### src/rtl/coin_pkg.sv
// Shared constants and FSM encoding for the balance BCD reader.
// Slot geometry defaults match the memory_control packed word.
package coin_pkg;

  localparam int NUM_SLOTS  = 6;
  localparam int SLOT_W     = 8;
  localparam int BCD_DIGITS = 3;
  localparam int BCD_W      = 4 * BCD_DIGITS;

  localparam logic [1:0] ST_IDLE    = 2'd0;
  localparam logic [1:0] ST_CONVERT = 2'd1;
  localparam logic [1:0] ST_PRESENT = 2'd2;
  localparam logic [1:0] ST_FINISH  = 2'd3;

  typedef enum logic [1:0] {
    IDLE    = ST_IDLE,
    CONVERT = ST_CONVERT,
    PRESENT = ST_PRESENT,
    FINISH  = ST_FINISH
  } state_t;

endpackage

### src/rtl/bcd_shift_step.sv
// One double-dabble iteration: add 3 to every nibble >= 5,
// then shift left taking the incoming binary bit.
module bcd_shift_step
  import coin_pkg::*;
(
  input  logic [BCD_W-1:0] acc_i,
  input  logic             bit_i,
  output logic [BCD_W-1:0] acc_o
);

  logic [BCD_W-1:0] adj;

  always_comb begin
    adj = acc_i;
    for (int i = 0; i < BCD_DIGITS; i++) begin
      if (acc_i[4*i +: 4] >= 4'd5)
        adj[4*i +: 4] = acc_i[4*i +: 4] + 4'd3;
    end
  end

  assign acc_o = {adj[BCD_W-2:0], bit_i};

endmodule

### src/rtl/balance_bcd_reader.sv
// Snapshots the packed balance word and streams each slot out
// as three BCD digits over a valid/ready handshake.
module balance_bcd_reader #(
  parameter int NUM_SLOTS = coin_pkg::NUM_SLOTS,
  parameter int SLOT_W    = coin_pkg::SLOT_W
) (
  input  logic                        clock,
  input  logic                        resetn,
  input  logic [NUM_SLOTS*SLOT_W-1:0] memory_values,
  input  logic                        load_memory,
  input  logic                        digit_ready,
  output logic                        digit_valid,
  output logic [2:0]                  slot_index,
  output logic [3:0]                  bcd_hundreds,
  output logic [3:0]                  bcd_tens,
  output logic [3:0]                  bcd_ones,
  output logic                        busy,
  output logic                        done
);

  localparam int W  = NUM_SLOTS * SLOT_W;
  localparam int BW = coin_pkg::BCD_W;

  coin_pkg::state_t state_q, state_d;

  logic [W-1:0]      snap_q, snap_d;
  logic [BW-1:0]     acc_q, acc_d, step;
  logic [2:0]        bit_q, bit_d;
  logic [2:0]        slot_q, slot_d;
  logic [2:0]        idx_q, idx_d;
  logic [3:0]        hun_q, hun_d;
  logic [3:0]        ten_q, ten_d;
  logic [3:0]        one_q, one_d;
  logic              valid_q, valid_d;
  logic              busy_q, busy_d;
  logic              done_q, done_d;
  logic [SLOT_W-1:0] cur, rot;

  // Current slot sits in the low bits; rotating it SLOT_W times
  // feeds its MSBs in order and leaves it unchanged afterwards.
  assign cur = snap_q[SLOT_W-1:0];
  assign rot = (cur << 1) | (cur >> (SLOT_W - 1));

  bcd_shift_step u_step (
    .acc_i (acc_q),
    .bit_i (cur[SLOT_W-1]),
    .acc_o (step)
  );

  always_comb begin
    state_d = state_q;
    snap_d  = snap_q;
    acc_d   = acc_q;
    bit_d   = bit_q;
    slot_d  = slot_q;
    idx_d   = idx_q;
    hun_d   = hun_q;
    ten_d   = ten_q;
    one_d   = one_q;
    valid_d = valid_q;
    unique case (state_q)
      coin_pkg::IDLE: begin
        if (load_memory) begin
          snap_d  = memory_values;
          slot_d  = 3'd0;
          acc_d   = '0;
          bit_d   = 3'd0;
          state_d = coin_pkg::CONVERT;
        end
      end
      coin_pkg::CONVERT: begin
        acc_d              = step;
        snap_d[SLOT_W-1:0] = rot;
        bit_d              = bit_q + 3'd1;
        if (bit_q == 3'(SLOT_W - 1)) begin
          bit_d   = 3'd0;
          hun_d   = step[11:8];
          ten_d   = step[7:4];
          one_d   = step[3:0];
          idx_d   = slot_q;
          valid_d = 1'b1;
          state_d = coin_pkg::PRESENT;
        end
      end
      coin_pkg::PRESENT: begin
        if (valid_q && digit_ready) begin
          valid_d = 1'b0;
          if (slot_q == 3'(NUM_SLOTS - 1)) begin
            state_d = coin_pkg::FINISH;
          end else begin
            slot_d  = slot_q + 3'd1;
            acc_d   = '0;
            snap_d  = snap_q >> SLOT_W;
            state_d = coin_pkg::CONVERT;
          end
        end
      end
      coin_pkg::FINISH: state_d = coin_pkg::IDLE;
      default:          state_d = coin_pkg::IDLE;
    endcase
    busy_d = (state_d != coin_pkg::IDLE);
    done_d = (state_d == coin_pkg::FINISH);
  end

  always_ff @(posedge clock or negedge resetn) begin
    if (!resetn) begin
      state_q <= coin_pkg::IDLE;
      snap_q  <= '0;
      acc_q   <= '0;
      bit_q   <= 3'd0;
      slot_q  <= 3'd0;
      idx_q   <= 3'd0;
      hun_q   <= 4'd0;
      ten_q   <= 4'd0;
      one_q   <= 4'd0;
      valid_q <= 1'b0;
      busy_q  <= 1'b0;
      done_q  <= 1'b0;
    end else begin
      state_q <= state_d;
      snap_q  <= snap_d;
      acc_q   <= acc_d;
      bit_q   <= bit_d;
      slot_q  <= slot_d;
      idx_q   <= idx_d;
      hun_q   <= hun_d;
      ten_q   <= ten_d;
      one_q   <= one_d;
      valid_q <= valid_d;
      busy_q  <= busy_d;
      done_q  <= done_d;
    end
  end

  assign digit_valid  = valid_q;
  assign slot_index   = idx_q;
  assign bcd_hundreds = hun_q;
  assign bcd_tens     = ten_q;
  assign bcd_ones     = one_q;
  assign busy         = busy_q;
  assign done         = done_q;

endmodule

### config.mk
export PLATFORM = sky130hd
export DESIGN_NAME = balance_bcd_reader
export DESIGN_NICKNAME = d
export VERILOG_FILES = /design/src/rtl/coin_pkg.sv /design/src/rtl/bcd_shift_step.sv /design/src/rtl/balance_bcd_reader.sv
export SDC_FILE = /design/constraint.sdc
export NUM_CORES = 1
export LEC_CHECK = 0
export ABC_AREA = 1
export CAP_MARGIN = 20
export CORE_MARGIN = 2
export CORE_UTILIZATION = 55
export CTS_BUF_LIST = sky130_fd_sc_hd__clkbuf_4 sky130_fd_sc_hd__clkbuf_8
export DETAILED_ROUTE_END_ITERATION = 10
export PLACE_DENSITY = 0.84
export SLEW_MARGIN = 20
export SYNTH_ARGS = -nofsm -noshare
export SYNTH_HDL_FRONTEND = slang
export SYNTH_SLANG_ARGS = --single-unit
### constraint.sdc
create_clock -name clock -period 2.1 [get_ports clock]
set_input_delay 0.42 -clock clock [delete_from_list [all_inputs] [get_ports clock]]
set_output_delay 0.42 -clock clock [all_outputs]
set_load 0.01 [all_outputs]
; Word level (Yosys, flattened, before mapping)
; Cells that the tools add are included.
[totals]
regBits = 86
inputBits = 52
out_inout_bits = 18
[classes]
add_sub_neg = 5
n_lt_le_gt_ge = 3
eq_ne = 10
n_mux = 26
bitwise = 1
reduce_logical = 12
[op_table]
columns = operator, n
row1 = $mux W48, 3
row2 = $pmux W40 S2, 1
row3 = $mux W12, 3
row4 = $pmux W12 S3, 1
row5 = $pmux W8 S3, 1
row6 = $mux W3, 5
row7 = $ge A4 B3 Y1 const B, 3
row8 = $pmux W3 S2, 2
row9 = $add A4 B2 Y4 const B, 2
row10 = $mux W2, 4
row11 = $mux W4, 2
row12 = $ne A2 B2 Y1 const B, 4
row13 = $or A8 B1 Y8, 1
row14 = $pmux W2 S4, 1
row15 = $reduce_and A4 Y1, 2
row16 = $reduce_bool A2 Y1, 4
row17 = $add A3 B1 Y3 const B, 2
row18 = $eq A2 B2 Y1 const B, 3
row19 = $eq A3 B3 Y1 const B, 2
row20 = $reduce_and A2 Y1, 2
row21 = $add A3 B2 Y3 const B, 1
row22 = $reduce_and A3 Y1, 1
row23 = $reduce_bool A3 Y1, 1
row24 = $eq A2 B1 Y1 const B, 1
row25 = other kinds (4), 5

; Logic depth before layout (Yosys ltp)
; Gate-level depths: netlist of the first run.
[logic_depth]
depth_word = 5
depth_mapped = 11
depth_no_buf = 10

; By module
; From an unflattened synthesis of the first run, not the netlist that was laid out.
[unflattened]
hier_cells = 521
hier_area_um2 = 4334.2
[modules_own_cells]
columns = mod, n_inst, cells_each, area_each_um2, seq_area_each_um2
row1 = balance_bcd_reader, 1, 458, 3988.8, 2152.1
row2 = bcd_shift_step, 1, 63, 345.3, 0.0

; Worst setup path before layout of the first run
; No wires, ideal clock.
[synth_timing]
path_type = register to register
from = register state_q[1]
to = register snap_q[3]
setup_ns = 0.127
t_arrival_ns = 1.430
setup_slack_ns = 0.542
stages_incl_launch_ff = 10
n_path_buf = 1
synth_period_minus_slack_ns = 1.558
cell_sequence = dfrtp_1 > inv_1 > ha_1 > nand2_1 > o21ai_2 > nor2_2 > inv_2 > buf_6 > nand2_1 > o21ai_0
[synth_via]
elab_chain_cells = 3
elab_cells_between_ends = 9
cone_classes = eq/ne (5) / mux (1) / reduce/logical (3)
[synth_lines]
columns = item, line
row1 = start: declaration, balance_bcd_reader.sv:24  ; coin_pkg::state_t state_q, state_d;
row2 = start signal: assignment, balance_bcd_reader.sv:107  ; state_q <= coin_pkg::IDLE;
row3 = start signal: assignment, balance_bcd_reader.sv:120  ; state_q <= state_d;
row4 = "$eq A2 B2 Y1, or another cell as far along", balance_bcd_reader.sv:61  ; unique case (state_q)
row5 = $ne A2 B2 Y1 (no line) or $reduce_bool A3 Y1 (tied branches), n/a
row6 = $reduce_and A4 Y1 (no line), n/a
row7 = end signal: assignment, balance_bcd_reader.sv:121  ; snap_q <= snap_d;
row8 = end: declaration, balance_bcd_reader.sv:26  ; logic [W-1:0] snap_q, snap_d;
; Parallel ways exist; a longest one is shown, timed or not.
; A chain may end at the register's enable or synchronous reset.

; Worst setup path in the final report of the first run
[layout_timing]
from = register state_q[0]
to = register snap_q[7]
; Same word-level chain as after synthesis.

==> results.md, run 1 <==
- Status: complete, no violations
- Vias: 3373
- Final worst path period share: 89.6%
- Max_slew headroom: 58.7%
- CTS tree: built
- Cell mode on critical path: o21ai_0
- Mean Syn Cell Area: 8.88 µm²
- Root Buffer: clkbuf_8
- Number of buffers added on ports: 69
- CP max stage cell: buf_4
- Power Density: 1310 mW/mm²
- Starting Density: 57.0%
- Post-Place Cells: 626
- Fillcell total: 565
- Lkg Pwr: 0.00233 µW
- Hold Path Class: flop to flop
- Die H: 90.9 µm
- GRT Total Usage: 23.1%
- Worst setup EP type: flop
- Setup CP Type: flop to flop
- Least-Margin Pin Slew: 0.620 ns
- DRT iter0 DRCs: 179
- Routed len/inst: 14.2 µm
- Top Ports: 70
- Nets: 604
- Largest net degree at the start of global routing: 46
- Crit path time final: 1.88 ns
- Sequential area share after synthesis: 51.8%
- Core footprint: 0.00729 mm²
- Hold WS: 0.481 ns
- Max H-tree Level: 3
- Max cap viols: 0
- Final Max Slew Viols: 0
- RSZ-0062 raised after global routing: false
- Worst EP arrival: 2.13 ns
- Yosys warnings: 0
- Vias per cell: 5.25
- Drt first pass iters: 4
- Total CTS buffers: 9
- Cell family contributing the most delay on the critical path: buffers and inverters
- Row count: 31
- Die W: 90.9 µm
- Required time of the worst setup path: 2.35 ns
- CTS-repair resized insts: 0
- Final Skew: 0.00670 ns
- Clock Tree Buf Depth: 2
- Clock Latency Late Sink: 0.34 ns
- Clock sink total: 86
- Cell Area, Synth: 0.00415 mm²
- CP Buf/Inv Count: 2
- Antenna viol nets, final: 0
- Total grt overflow: 0
- Yosys reg bits: 86
- Fmax: 531 MHz
- N_diodes: 0
- CP startpoint kind: flop
- Crit-path max FO: 42
- Worst path max stage delay: 0.53 ns
- First-pass GRT wire length: 15400 µm
- Final Hold Fails: 0
- Setup_tns: 0 ns
- Vias in the first global route: 3334
- Mapped Nets: 533
- DRC: 0
- Postcts setup bufs: 0
- Non-Filler Instances: 643
- DRT Wirelength: 9130 µm
- Final setup viols: 0
- Syn Inst Count: 468
- Area Growth Syn to Fin: 24.8%
- Die area: 0.00826 mm²
- DPL Wire Length: 6540 µm
- Final GP Congestion: 0.849
- Worst-path clk slew: 0.09 ns
- Layout cell share with drive strength beyond 1: 6.80%
- VDD IR max: 0.625 mV
- Hold_buf cts: 1
- Initial antenna violation count: 0
- Critical Path, Cell by Cell: inv_1, ha_2, buf_4, nand2_1, nand3_1, o21ai_0, o21ai_0
- Synth cell types: 23
-- cells by family (layout without fill, tap and decap cells) --
family	count (synthesis)	in the layout	share of synthesized area [%]
AOI/OAI and AO/OA	89	89	10.9
xor gates and xnor gates	1	1	0.211
adders and majority gates	13	13	3.92
buffers and inverters	50	126	6.02
DFF	86	86	51.8
muxes	33	33	7.95
and+or+nand+nor	196	196	19.2
-- metrics by stage --
stage	setup WS, ns	instance area, µm²	total power [µW]	utilization [%]
after CTS	0.223	5180	6810	71.1
after global routing	0.0764	5180	7330	71.1
after detailed placement	0.158	4950	5520	67.9
final	0.218	5180	6810	71.1
after floorplan	0.542	4150	4610	-
after global placement	0.213	4950	5350	67.9
-- final timing paths --
kind | start | to | slack [ns] | cells past startpoint
max in group asynchronous | resetn | bit_q[1] | 1.01 | 3
min | bcd_tens[0] | bcd_tens[0] | 0.48 | 2
min in group asynchronous | resetn | snap_q[5] | 0.51 | 2
min reg2reg | bcd_tens[0] | bcd_tens[0] | 0.48 | 2
max | state_q[0] | snap_q[7] | 0.22 | 7
max reg2reg | state_q[0] | snap_q[7] | 0.22 | 7
-- placed cells by master, fill, tap and decap left out, types with 4 or more instances in the layout --
master,netlist,routed
nand2_1,126,126
dfrtp_1,86,86
clkdlybuf4s50_1,0,68
o21ai_0,44,44
nor2_1,40,40
a21oi_1,36,36
mux2i_1,33,33
nand3_1,26,26
inv_1,24,24
ha_1,13,12
buf_4,4,10
clkbuf_8,0,9
o22ai_1,4,4
o21ai_1,4,4
-- synthesized netlist by cell type (all sizes together) --
library cell,instances,area (µm²)
a21oi,36,180
buf,17,126
clkbuf,5,18.8
clkinv,1,3.75
dfrtp,86,2150
ha,13,163
inv,27,101
mux2i,33,330
nand2,127,484
nand3,26,130
nor2,42,176
nor3,1,5.00
o21ai,49,249
o22ai,4,25.0
xor2,1,8.76
-- per-layer routing --
| metal | wire (µm) | vias to the layer above | track usage (%) |
|---|---|---|---|
| met2 | 4670 | 114 | 40.3 |
| met3 | 386 | 9 | 3.01 |
| met4 | 59 | 0 | 7.32 |
| li1 | - | 1686 | - |
| met5 | 0 | - | 0 |
| met1 | 4020 | 1564 | 30.1 |
-- registers in the layout, indices dropped and copies added, names as in the netlist --
name,count
bcd_tens,4
busy,1
snap_q,48
bcd_hundreds,4
slot_q,3
bcd_ones,4
done,1
acc_q,12
digit_valid,1
state_q,2
slot_index,3
bit_q,3
-- tightest hold or removal path, cell delays in order, from the launching register on --
cell and delay [ns]:
dfrtp_1 0.35, nand2_1 0.05, nand2_1 0.05
-- power breakdown --
part,leakage (µW),switching [µW],internal (µW)
clock,0.000109,597,674
combinational,0.00118,1580,1150
sequential,0.00104,444,2350
-- final cells by class --
type                    count  area [µm²]  area share, %
clock buffers               9         124           2.39
clock inverters             7        98.8           1.91
inverters                  28         105           2.03
multi-input cells         332        1750           33.8
flip-flops and latches     86        2150           41.5
well taps                  99         124           2.39
repair buffers             82         826           15.9
(Power assumes the default switching activity.)
==> run 2, diff against run 1 <==
--- a/config.mk
+++ b/config.mk
@@ -6,7 +6,7 @@
 export NUM_CORES = 1
 export LEC_CHECK = 0
 export ABC_AREA = 1
-export CAP_MARGIN = 20
+export CAP_MARGIN = 10
 export CORE_MARGIN = 2
 export CORE_UTILIZATION = 55
 export CTS_BUF_LIST = sky130_fd_sc_hd__clkbuf_4 sky130_fd_sc_hd__clkbuf_8
==> results of run 2 <==
Final layout, timing and power as in run 1 (identical DEF).
